$ cat src/rtl/bram_fifo_ctrl_if.sv
// Write/read handshake bundle for the BRAM-backed FIFO controller.
// slave = FIFO side, master = producer/consumer side.
interface bram_fifo_ctrl_if #(
   parameter int WIDTH = 8
);
   logic             wr_valid;
   logic             wr_ready;
   logic [WIDTH-1:0] wr_data;
   logic             rd_valid;
   logic             rd_ready;
   logic [WIDTH-1:0] rd_data;

   modport master (
      output wr_valid, wr_data, rd_ready,
      input  wr_ready, rd_valid, rd_data
   );

   modport slave (
      input  wr_valid, wr_data, rd_ready,
      output wr_ready, rd_valid, rd_data
   );
endinterface

$ cat src/rtl/bram_fifo_ctrl.sv
// 1024-entry FIFO controller driving a single-port BRAM plus a 1-entry output stage.
// Optional occupancy port enabled by macro BRAM_FIFO_COUNT_EN.
module bram_fifo_ctrl #(
   parameter logic [2:0] BLOCK = 3'd0,
   parameter int         WIDTH = 8
) (
   input  logic             clk,
   input  logic             reset,
   bram_fifo_ctrl_if.slave  fifo,
   output logic             mem_enable,
   output logic             mem_write,
   output logic [2:0]       mem_block,
   output logic [10:0]      mem_addr,
   output logic [WIDTH-1:0] mem_data_in,
   input  logic [WIDTH-1:0] mem_data_out
`ifdef BRAM_FIFO_COUNT_EN
   ,
   output logic [10:0]      count
`endif
);

   typedef enum logic [1:0] {
      EMPTY,
      PENDING,
      FULL
   } stage_t;

   stage_t           stage;
   logic [9:0]       wptr;
   logic [9:0]       rptr;
   logic [10:0]      mem_count;
   logic [WIDTH-1:0] head;
   logic             rvalid;
   logic             read_issue;
   logic             wr_ready;
   logic             wr_fire;

   // Refilling the output stage always wins the single BRAM port.
   assign read_issue = (mem_count != 11'd0) &&
                       ((stage == EMPTY) ||
                        ((stage == FULL) && fifo.rd_ready));
   assign wr_ready   = !reset && !mem_count[10] && !read_issue;
   assign wr_fire    = fifo.wr_valid && wr_ready;

   assign fifo.wr_ready = wr_ready;
   assign fifo.rd_valid = rvalid;
   assign fifo.rd_data  = head;

   assign mem_enable  = read_issue || wr_fire;
   assign mem_write   = wr_fire;
   assign mem_block   = BLOCK;
   assign mem_addr    = {(read_issue ? rptr : wptr), 1'b0};
   assign mem_data_in = fifo.wr_data;

`ifdef BRAM_FIFO_COUNT_EN
   assign count = mem_count + {10'd0, (stage != EMPTY)};
`endif

   always_ff @(posedge clk or posedge reset) begin
      if (reset) begin
         stage     <= EMPTY;
         wptr      <= '0;
         rptr      <= '0;
         mem_count <= '0;
         head      <= '0;
         rvalid    <= 1'b0;
      end else begin
         if (wr_fire)
            wptr <= wptr + 10'd1;
         if (read_issue)
            rptr <= rptr + 10'd1;
         mem_count <= mem_count + {10'd0, wr_fire} - {10'd0, read_issue};
         unique case (stage)
            EMPTY: begin
               if (read_issue)
                  stage <= PENDING;
            end
            PENDING: begin
               stage  <= FULL;
               head   <= mem_data_out;
               rvalid <= 1'b1;
            end
            FULL: begin
               if (fifo.rd_ready) begin
                  rvalid <= 1'b0;
                  stage  <= read_issue ? PENDING : EMPTY;
               end
            end
            default: begin
               stage  <= EMPTY;
               rvalid <= 1'b0;
            end
         endcase
      end
   end

endmodule

$ cat src/flat_wrapper.sv
// flat-port wrapper written by rule: the top's interface ports become plain ports
module bram_fifo_ctrl_flat 
#(
   parameter logic [2:0] BLOCK = 3'd0,
   parameter int         WIDTH = 8
)
  (clk, reset, mem_enable, mem_write, mem_block, mem_addr, mem_data_in, mem_data_out, fifo_wr_valid, fifo_wr_data, fifo_rd_ready, fifo_wr_ready, fifo_rd_valid, fifo_rd_data);
  bram_fifo_ctrl_if #(.WIDTH(WIDTH)) fifo_i ();
  input  logic clk;
  input  logic reset;
  output logic mem_enable;
  output logic mem_write;
  output logic [2:0] mem_block;
  output logic [10:0] mem_addr;
  output logic [WIDTH-1:0] mem_data_in;
  input  logic [WIDTH-1:0] mem_data_out;
  input wire logic [$bits(fifo_i.wr_valid)-1:0] fifo_wr_valid;
  input wire logic [$bits(fifo_i.wr_data)-1:0] fifo_wr_data;
  input wire logic [$bits(fifo_i.rd_ready)-1:0] fifo_rd_ready;
  output wire logic [$bits(fifo_i.wr_ready)-1:0] fifo_wr_ready;
  output wire logic [$bits(fifo_i.rd_valid)-1:0] fifo_rd_valid;
  output wire logic [$bits(fifo_i.rd_data)-1:0] fifo_rd_data;
  assign fifo_i.wr_valid = fifo_wr_valid;
  assign fifo_i.wr_data = fifo_wr_data;
  assign fifo_i.rd_ready = fifo_rd_ready;
  assign fifo_wr_ready = fifo_i.wr_ready;
  assign fifo_rd_valid = fifo_i.rd_valid;
  assign fifo_rd_data = fifo_i.rd_data;
  bram_fifo_ctrl #(.BLOCK(BLOCK), .WIDTH(WIDTH)) u_core (.clk(clk), .reset(reset), .fifo(fifo_i), .mem_enable(mem_enable), .mem_write(mem_write), .mem_block(mem_block), .mem_addr(mem_addr), .mem_data_in(mem_data_in), .mem_data_out(mem_data_out));
endmodule
$ cat config.mk
export PLATFORM = sky130hd
export DESIGN_NAME = bram_fifo_ctrl_flat
export DESIGN_NICKNAME = d
export VERILOG_FILES = /design/src/rtl/bram_fifo_ctrl_if.sv /design/src/rtl/bram_fifo_ctrl.sv /design/src/flat_wrapper.sv
export SDC_FILE = /design/constraint.sdc
export NUM_CORES = 1
export LEC_CHECK = 0
export BUFFER_PORTS_ARGS = -buffer_cell sky130_fd_sc_hd__buf_2
export CORE_ASPECT_RATIO = 0.7
export CORE_MARGIN = 1
export CORE_UTILIZATION = 30
export DETAILED_ROUTE_END_ITERATION = 12
export GPL_TIMING_DRIVEN = 0
export MAX_ROUTING_LAYER = met4
export PLACE_DENSITY = 0.51
export SKIP_CTS_REPAIR_TIMING = 1
export SLEW_MARGIN = 5
export SYNTH_ARGS = -nofsm -noshare
export SYNTH_HDL_FRONTEND = slang
export SYNTH_SLANG_ARGS = --single-unit
$ cat constraint.sdc
create_clock -name clk -period 5.2 [get_ports clk]
set_input_delay 0.78 -clock clk [delete_from_list [all_inputs] [get_ports clk]]
set_output_delay 0.78 -clock clk [all_outputs]
set_load 0.05 [all_outputs]
# ---- After elaboration in Yosys (flattened, before gate mapping)
# Cells that the tools add are included.
dict set report totals {
  reg_bits 42
  inputBits 20
  out_inout_bits 34
}
dict set report classes {
  add_sub_neg 4
  n_eq_ne 4
  n_mux 7
  bitwise_logic 1
  n_reduce_logical 14
}
# operator n
set ops {}
lappend ops {{10-bit by 1-bit adder with 10-bit output, second input constant} 2}
lappend ops {{11-bit by 1-bit adder with 11-bit output} 1}
lappend ops {{11-bit nonzero test} 1}
lappend ops {{11-bit by 1-bit subtractor with 11-bit output} 1}
lappend ops {{10-bit two-way mux} 1}
lappend ops {{2-bit one-hot mux with 3 select lines} 1}
lappend ops {{1-bit logical AND} 5}
lappend ops {{2-bit two-way mux} 2}
lappend ops {{2-bit AND reduction} 2}
lappend ops {{1-bit logical NOT} 3}
lappend ops {{1-bit one-hot mux with 3 select lines} 1}
lappend ops {{2-bit by 1-bit == test with 1-bit output, second input constant} 1}
lappend ops {{2-bit == test, second input constant} 1}
lappend ops {{2-bit logical NOT} 1}
lappend ops {{1-bit logical OR} 2}
lappend ops {{1-bit two-way mux} 2}
lappend ops {{2-bit by 1-bit != test with 1-bit output, second input constant} 1}
lappend ops {{2-bit != test, second input constant} 1}
lappend ops {{1-bit NOT} 1}

# ---- Logic depth before layout (Yosys ltp)
# Gate-level depths: netlist of run 1.
dict set report logic_depth {
  depth_word 9
  ltp_mapped 18
  depth_no_buf 17
}

# ---- Least setup slack after synthesis of run 1
# No wires, ideal clock.
dict set report synth_timing {
  path_type {input-to-reg}
  startpoint {input port fifo_rd_ready}
  endpoint {register u_core.mem_count[10]}
  setup_ns 0.131
  arrival_time_ns 3.230
  slack_ns 1.839
  path_stages 16
  n_path_buf 1
  path_cell_list {inv_1 -> a221oi_2 -> or3_1 -> buf_2 -> clkinv_4 -> nand2_4 -> ha_1 -> inv_1 -> ha_1 -> inv_1 -> fa_1 -> nor2b_1 -> o211a_1 -> nor2_1 -> a221oi_1 -> xnor2_1}
}
dict set report synth_between {
  elab_chain_cells 8
}
# element line
set synth_lines {}
lappend synth_lines {{start, declared} flat_wrapper.sv:19} ;# input wire logic [$bits(fifo_i.rd_ready)-1:0] fifo_rd_ready;
lappend synth_lines {{1-bit logical AND} bram_fifo_ctrl.sv:41} ;# ((stage == FULL) && fifo.rd_ready));
lappend synth_lines {{1-bit logical OR} bram_fifo_ctrl.sv:40} ;# ((stage == EMPTY) ||
lappend synth_lines {{1-bit logical AND} bram_fifo_ctrl.sv:39} ;# assign read_issue = (mem_count != 11'd0) &&
lappend synth_lines {{1-bit logical NOT} bram_fifo_ctrl.sv:42} ;# assign wr_ready = !reset && !mem_count[10] && !read_issue;
lappend synth_lines {{1-bit logical AND} bram_fifo_ctrl.sv:42}
lappend synth_lines {{named net fifo_wr_ready} flat_wrapper.sv:20} ;# output wire logic [$bits(fifo_i.wr_ready)-1:0] fifo_wr_ready;
lappend synth_lines {{1-bit logical AND} bram_fifo_ctrl.sv:43} ;# assign wr_fire = fifo.wr_valid && wr_ready;
lappend synth_lines {{11-bit by 1-bit adder with 11-bit output} bram_fifo_ctrl.sv:72} ;# mem_count <= mem_count + {10'd0, wr_fire} - {10'd0, read_issue};
lappend synth_lines {{11-bit by 1-bit subtractor with 11-bit output} bram_fifo_ctrl.sv:72}
lappend synth_lines {{end signal, assigned} bram_fifo_ctrl.sv:72}
lappend synth_lines {{end, declared} bram_fifo_ctrl.sv:31} ;# logic [10:0] mem_count;
# The timed path passes the listed nets, and every way through them passes these cells.
# A chain may end at the register's enable or synchronous reset.

# ---- Worst setup path in the final report of run 1
dict set report layout_timing {
  startpoint {register u_core.mem_count[4]}
  endpoint {register u_core.mem_count[10]}
}
dict set report layout_between {
  elab_chain_cells 7
}
# element line
set layout_lines {}
lappend layout_lines {{11-bit nonzero test} bram_fifo_ctrl.sv:39}
lappend layout_lines {{1-bit logical AND} bram_fifo_ctrl.sv:39}
lappend layout_lines {{1-bit logical NOT} bram_fifo_ctrl.sv:42}
lappend layout_lines {{1-bit logical AND} bram_fifo_ctrl.sv:42}
lappend layout_lines {{1-bit logical AND} bram_fifo_ctrl.sv:43}
lappend layout_lines {{11-bit by 1-bit adder with 11-bit output} bram_fifo_ctrl.sv:72}
lappend layout_lines {{11-bit by 1-bit subtractor with 11-bit output (*)} bram_fifo_ctrl.sv:72}
# Mark *: on every way between the ends. The rest lies on a longest branch, timed or not.

==> results of run 1 <==
[registers in the layout, summed over array words and instances (netlist names)]
register / count
u_core.fifo.rd_data: 8
u_core.rptr: 10
u_core.wptr: 10
u_core.mem_count: 11
u_core.stage: 2
u_core.fifo.rd_valid: 1
[per-layer routing]
layer | share of wire [%] | global-route usage, %
met5 | 0 | -
met4 | 0.63 | 3.20
met3 | 4.2 | 3.66
met2 | 38 | 16.1
met1 | 57 | 17.6
[stage by stage]
stage | area [µm²] | instances | setup slack [ps]
final | 2930 | 375 | 1680
after global routing | 2930 | 375 | 1370
after CTS | 2930 | 375 | 1660
after detailed placement | 2780 | 367 | 1530
after global placement | 2760 | 366 | 1530
after floorplan | 2440 | 225 | 1840
[worst paths after layout]
path	startpoint	endpoint	slack [ps]	cells after the start
max reg2reg	u_core.mem_count[4]	u_core.mem_count[10]	1680	18
min reg2reg	u_core.wptr[9]	u_core.wptr[9]	470	1
max in group asynchronous	reset	u_core.rptr[2]	4190	3
max	u_core.mem_count[4]	u_core.mem_count[10]	1680	18
min in group asynchronous	reset	u_core.wptr[8]	530	2
min	u_core.wptr[9]	u_core.wptr[9]	470	1
[worst register-to-register path: cells and delay by family (launching register included)]
| family | cells | cell delay (ps) |
|---|---|---|
| xor gates and xnor gates | 1 | 120 |
| adders and majority gates | 4 | 970 |
| buffers and inverters | 5 | 450 |
| DFF | 1 | 350 |
| and+or+nand+nor | 5 | 720 |
| AOI/OAI and AO/OA | 3 | 780 |
[final cells by class]
class	count	area [µm²]	share of cell area, %
clock inverters	2	13.8	0.470
repair buffers	41	220	7.53
multi-input cells	144	1180	40.3
inverters	22	87.6	2.99
flip-flops and latches	42	1050	35.9
clock buffers	6	129	4.41
well taps	101	126	4.32
plain buffers	17	119	4.06
[report_power, final]
part           switching [µW]  leakage [µW]  internal, µW  total (µW)
sequential                119      0.000513           473         592
clock                     126     0.0000708           178         305
combinational             777      0.000895           493        1270
[synthesized netlist by cell type]
cell and instances:
sky130_fd_sc_hd__or3_1 1, sky130_fd_sc_hd__clkinv_4 1, sky130_fd_sc_hd__nand4_1 6, sky130_fd_sc_hd__nor3_1 6
sky130_fd_sc_hd__fa_1 1, sky130_fd_sc_hd__o21bai_1 1, sky130_fd_sc_hd__nor2b_1 2, sky130_fd_sc_hd__o21a_1 1
sky130_fd_sc_hd__clkbuf_1 1, sky130_fd_sc_hd__a41oi_1 1, sky130_fd_sc_hd__mux2_2 18, sky130_fd_sc_hd__nand2_1 6
sky130_fd_sc_hd__nand3_1 8, sky130_fd_sc_hd__a221oi_1 2, sky130_fd_sc_hd__a221oi_2 1, sky130_fd_sc_hd__and2_1 1
sky130_fd_sc_hd__nand2_4 1, sky130_fd_sc_hd__ha_1 18, sky130_fd_sc_hd__and4bb_1 1, sky130_fd_sc_hd__buf_4 14
sky130_fd_sc_hd__mux2_4 1, sky130_fd_sc_hd__a311oi_1 1, sky130_fd_sc_hd__conb_1 1, sky130_fd_sc_hd__o21ai_0 4
sky130_fd_sc_hd__and3b_1 3, sky130_fd_sc_hd__xnor2_1 17, sky130_fd_sc_hd__a21o_1 2, sky130_fd_sc_hd__dfrtp_1 42
sky130_fd_sc_hd__nor2_1 14, sky130_fd_sc_hd__a21oi_1 6, sky130_fd_sc_hd__xor2_1 11, sky130_fd_sc_hd__o211a_1 1
sky130_fd_sc_hd__a2111oi_4 1, sky130_fd_sc_hd__and3_1 2, sky130_fd_sc_hd__inv_1 21, sky130_fd_sc_hd__and4_1 2
sky130_fd_sc_hd__buf_2 2
[cell families (layout without fill, tap and decap cells)]
| kind of cell | Yosys count | in the layout | synth area share, % |
|---|---|---|---|
| adder cells (fa/ha/maj) | 19 | 19 | 10.1 |
| multiplexers | 19 | 19 | 8.98 |
| other | 1 | 4 | 0.155 |
| flip-flops | 42 | 42 | 43.3 |
| buffers and inverters | 39 | 88 | 8.51 |
| AND/OR/NAND/NOR | 53 | 53 | 11.9 |
| AO/OA/AOI/OAI | 21 | 21 | 6.91 |
| XOR/XNOR | 28 | 28 | 10.1 |
==> results.md, run 1 <==
| Parameter | Reported | Unit |
|:---|:---|:---|
| Number of I/O pins | 54 | - |
| Layout overhead on the synthesized area | 20.6 | % |
| End-of-flow core utilization | 37.3 | % |
| Overall overflow remaining after global route | 0 | - |
| Number of global-route vias before repair | 1570 | - |
| Tmin final | 3520 | ps |
| Startpoint types | register | - |
| Clock latency reported for the late side of the worst-skew pair | 280 | ps |
| Number of failing hold endpoints at the final stage | 0 | - |
| Worst-case hold slack | 472 | ps |
| Gr usage total | 12.2 | % |
| Die Span Y | 77.2 | µm |
| Worst EP arrival | 3680 | ps |
| Data required, critical path | 5360 | ps |
| Clk slew on worst S/H paths | 60 | ps |
| Max-capacitance violation count | 0 | - |
| Static leakage | 0.00148 | µW |
| Number of buffers inserted during clock tree synthesis | 5 | - |
| Yosys reg bits | 42 | - |
| YS warnings | 0 | - |
| Maximum level of the CTS H-tree | 2 | - |
| WL final | 4570 | µm |
| Status | complete, no violations | - |
| Dominant delay contributor by cell family on the critical path | adder cells | - |
| Library cells used by synthesis | 37 | - |
| Starting density of the core | 30.9 | % |
| Final HPWL DP | 3500 | µm |
| Largest driver fanout on the critical path | 6 | - |
| Cell Area, Synth | 2420 | µm² |
| Routability Congestion | 0.790 | - |
| Global-route wire length before repair | 7550 | µm |
| Post-detailed-route via-to-cell ratio | 4.37 | - |
| CTS tree | built | - |
| Slew Limit Headroom | 66.4 | % |
| DRT iter0 DRCs | 74 | - |
| Critical path cell sequence | inv_1, ha_1, and4bb_1, a221oi_2, or3_1, buf_2, clkinv_4, nand2_4, ha_1, inv_1, ha_1, inv_1, fa_1, nor2b_1, o211a_1, nor2_1, a221oi_1, xnor2_1 | - |
| Unrepaired setup endpoints after global routing | false | - |
| Row count | 27 | - |
| Syn_area_per_cell | 10.9 | µm² |
| Worst slew pin tran | 504 | ps |
| Worst Path Buf+Inv | 5 | - |
| Drt first pass iters | 5 | - |
| Clock root buffer | sky130_fd_sc_hd__clkbuf_16 | - |
| Die Area | 8450 | µm² |
| Number of instances in the synthesized netlist | 222 | - |
| Number of clock sinks | 42 | - |
| Maximum number of pins on one net before global-route repair | 24 | - |
| Diodes inserted | 0 | - |
| Share of final-layout standard cells stronger than drive strength 1 | 32.1 | % |
| CTS Buffer Depth | 2 | - |
| Total power draw | 2170 | µW |
| Residual DRC count | 0 | - |
| Filler instances | 794 | - |
| Antenna Violating Nets Remaining | 0 | - |
| Wirelength per Cell | 12.2 | µm |
| Nets | 312 | - |
| Final setup TNS | 0 | ps |
| Final max-slew violation count | 0 | - |
| Peak Freq | 284 | MHz |
| Top post-synthesis cells by area | sky130_fd_sc_hd__dfrtp_1, sky130_fd_sc_hd__ha_1, sky130_fd_sc_hd__mux2_2 | - |
| Nature of the critical path endpoint | register | - |
| Number of setup violations in the final report | 0 | - |
| Worst-case clock skew | 8.22 | ps |
| Number of antenna violations at the first check in global routing | 0 | - |
| Post-synthesis sequential area ratio | 43.3 | % |
| Max stage delay cell, worst path | sky130_fd_sc_hd__fa_1 | - |
| Most frequent cells in the layout | sky130_fd_sc_hd__buf_2, sky130_fd_sc_hd__dfrtp_1, sky130_fd_sc_hd__inv_1 | - |
| Placeable core area | 7840 | µm² |
| Power density over cell area | 740 | nW/µm² |
| Hold crit path type | reg2reg | - |
| Worst supply voltage drop on vdd | 0.313 | mV |
| Via total after detailed routing | 1640 | - |
| Delay contributed by the slowest stage of the critical path | 390 | ps |
| Horizontal die dimension | 109 | µm |
| Cell taking the most area after synthesis | sky130_fd_sc_hd__dfrtp_1 | - |
| Type of the setup path with the least slack | reg2reg | - |
| Final Cycle Share | 67.7 | % |
| Port buffer count | 40 | - |
| Share of Yosys cell area claimed by the top area cell type | 43.3 | % |
(Power assumes the default switching activity.)
==> inputs of run 2 (changes only) <==
- PLACE_DENSITY: 0.51 -> 0.53
- clock period: 5.2 -> 3.2 ns (I/O delays scaled with it)
==> run 2 against run 1 <==
  * The flow now finishes with violations (setup timing)
  * First-iteration DRC count shrank 9.5%
  * Via count grew 7.1%
  * Final cell count grew 4.0%
  * Maximum frequency grew 6.2%
  * Flip-flop and latch count is the same
  * Hold slack lost 290 ps
  * Worst setup slack lost 1800 ps
  * Clock-buffer cell count shrank 1
  * Register-to-register slack lost 1800 ps
  * Cell area grew 8.1%
  * Critical path type unchanged
==> results.md, run 2 (same netlist as run 1, synthesis figures left out) <==
| Parameter | Reported | Unit | vs previous |
|:---|:---|:---|:---|
| Status | finished with violations | - |  |
| Failing checks | setup timing | - |  |
| Worst-case clock skew | 5.45 | ps | -2.77 ps |
| Cells on worst reg2reg path | 19 | - | +1 |
| Delay contributed by the slowest stage of the critical path | 390 | ps | about the same |
| Hold crit path type | in2async | - |  |
| Most frequent cells in the layout | sky130_fd_sc_hd__dfrtp_1, sky130_fd_sc_hd__buf_2, sky130_fd_sc_hd__buf_4 | - |  |
| Filler instances | 785 | - | -1.1% |
| Share of final-layout standard cells stronger than drive strength 1 | 42.2 | % | +10 points |
| Worst Setup SP | u_core.mem_count[4] | - |  |
| Maximum number of pins on one net before global-route repair | 30 | - | +25% |
| Cell count after placement | 367 | - | unchanged |
| Final max-slew violation count | 0 | - | unchanged |
| WL final | 4890 | µm | +6.9% |
| Worst EP arrival | 3520 | ps | -160 ps |
| CTS Buffer Depth | 2 | - | unchanged |
| Via total after detailed routing | 1756 | - | +7.1% |
| Area taken by flip-flops and latches | 1050 | µm² | unchanged |
| Final HPWL DP | 3580 | µm | +2.3% |
| CTS tree | built | - |  |
| Number of setup violations in the final report | 4 | - | +4 |
| Number of flip-flops under the largest register name | 11 | - | unchanged |
| Register ranked first by flip-flop count | u_core.mem_count | - |  |
| Critical path cell sequence | inv_2, ha_1, and4bb_2, a221oi_4, or3_4, buf_8, clkinv_8, nand2_8, ha_4, inv_2, ha_4, inv_2, fa_2, nor2b_2, o211a_1, buf_4, nor3_4, a21oi_1, xor2_1 | - |  |
| Post-route insts no fill | 390 | - | +4.0% |
| Worst-case hold slack | 182 | ps | -290 ps |
| Nature of the critical path endpoint | register | - |  |
| Startpoint types | register | - |  |
| Starting density of the core | 30.9 | % | unchanged |
| Diodes inserted | 0 | - | unchanged |
| Wirelength per Cell | 12.5 | µm | +2.8% |
| Clk slew on worst S/H paths | 60 | ps | about the same |
| End point of the critical path | u_core.mem_count[8] | - |  |
| Peak Freq | 301 | MHz | +6.2% |
| Drt first pass iters | 4 | - | -1 |
| Clock latency reported for the late side of the worst-skew pair | 280 | ps | about the same |
| Number of antenna violations at the first check in global routing | 0 | - | unchanged |
| Max-capacitance violation count | 0 | - | unchanged |
| Layout overhead on the synthesized area | 30.4 | % |  |
| Unrepaired setup endpoints after global routing | true | - |  |
| Die Area | 8450 | µm² | unchanged |
| Most common cell after layout, fill and taps aside | sky130_fd_sc_hd__dfrtp_1 | - |  |
| Number of I/O pins | 54 | - | unchanged |
| Nets | 327 | - | +4.8% |
| Port buffer count | 40 | - | unchanged |
| Tmin final | 3320 | ps | -204 ps |
| Smallest setup slack after layout | -117 | ps | -1800 ps |
| Die Span Y | 77.2 | µm | unchanged |
| Row count | 27 | - | unchanged |
| Number of buffers inserted during clock tree synthesis | 5 | - | unchanged |
| Cell occurring most often along the worst timing path | sky130_fd_sc_hd__inv_2 | - |  |
| Worst reg-to-reg setup slack | -120 | ps | -1800 ps |
| Gr usage total | 12.2 | % | +0.064 points |
| Largest driver fanout on the critical path | 5 | - | -1 |
| Number of global-route vias before repair | 1584 | - | +0.89% |
| Routability Congestion | 0.745 | - | -5.7% |
| Worst flop-to-flop path startpoint | u_core.mem_count[4] | - |  |
| Clock root buffer | sky130_fd_sc_hd__clkbuf_16 | - |  |
| End of the worst register-to-register path | u_core.mem_count[8] | - |  |
| Biggest registers after layout | u_core.mem_count (11), u_core.rptr (10), u_core.wptr (10) | - |  |
| Placement Setup Slack | -243 | ps | -1780 ps |
| Post-detailed-route via-to-cell ratio | 4.50 | - | +3.0% |
| Max stage delay cell, worst path | sky130_fd_sc_hd__dfrtp_1 | - |  |
| Placeable core area | 7840 | µm² | unchanged |
| DRT iter0 DRCs | 67 | - | -9.5% |
| Global-route wire length before repair | 7690 | µm | +1.8% |
| Maximum level of the CTS H-tree | 2 | - | unchanged |
| Number of clock sinks | 42 | - | unchanged |
| Horizontal die dimension | 109 | µm | unchanged |
| Antenna Violating Nets Remaining | 0 | - | unchanged |
| Type of the setup path with the least slack | reg2reg | - |  |
| Number of failing hold endpoints at the final stage | 0 | - | unchanged |
| Residual DRC count | 0 | - | unchanged |
| Combined area of the multi-input logic cells | 1280 | µm² | +8.4% |
| Final Cycle Share | 104 | % | +36 points |
| Data required, critical path | 3410 | ps | -1950 ps |
| Overall overflow remaining after global route | 0 | - | unchanged |
-- run 2: cell types whose count changed in the layout (fill, tap and decap cells not counted), moves of 3 or more --
cell | before | now
sky130_fd_sc_hd__buf_4 | 14 | 28
sky130_fd_sc_hd__ha_1 | 18 | 15
sky130_fd_sc_hd__inv_2 | 1 | 7
sky130_fd_sc_hd__inv_1 | 20 | 14
sky130_fd_sc_hd__ha_4 | 0 | 3
-- run 2: layout make-up --
class                           count  area share (%)
Multi-Input combinational cell    144            40.4
Sequential cell                    42            33.2
Timing Repair Buffer               57            10.8
Tap cell                          101            4.00
Clock buffer                        5            3.96
Buffer                             16            3.96
Inverter                           22            3.01
Clock inverter                      3           0.673
-- run 2: critical path: cells and delay by family (launching register included) --
family                   cells  cell delay, ps
AO/OA/AOI/OAI                3             460
XOR/XNOR                     1             150
adder cells (fa/ha/maj)      4             830
buffers and inverters        6             490
flip-flops                   1             390
AND/OR/NAND/NOR              5             910
-- run 2: layer usage --
layer  vias to the layer above  global-route usage (%)  wire length (µm)
li1                        878                       -                 -
met1                       831                    17.0              2460
met2                        42                    17.0              2080
met3                         5                    3.66               311
met4                         0                    3.20                39
met5                         -                       -                 0
-- run 2: worst min-delay path by stage --
stage / slack, ps / depth (start not counted) / end / startpoint
global route: 200 / 2 / u_core.mem_count[5] / reset
floorplan: 440 / 1 / u_core.wptr[9] / u_core.wptr[9]
detailed placement: 460 / 1 / u_core.wptr[9] / u_core.wptr[9]
finish: 180 / 2 / u_core.wptr[6] / reset
global placement: 450 / 1 / u_core.wptr[9] / u_core.wptr[9]
CTS: 180 / 2 / u_core.mem_count[4] / reset
-- run 2: metrics by stage --
step	util (%)	TNS [ps]	area, µm²
2_1_floorplan	-	0	2450
3_3_place_gp	35.5	-670	2780
3_5_place_dp	35.7	-800	2800
4_1_cts	37.6	-931	2950
5_1_grt	40.3	-1030	3160
6_report	40.3	-376	3160
Power of run 2 is not shown: default switching activity piles up to over one toggle a cycle in this logic, so the estimate is an artifact.
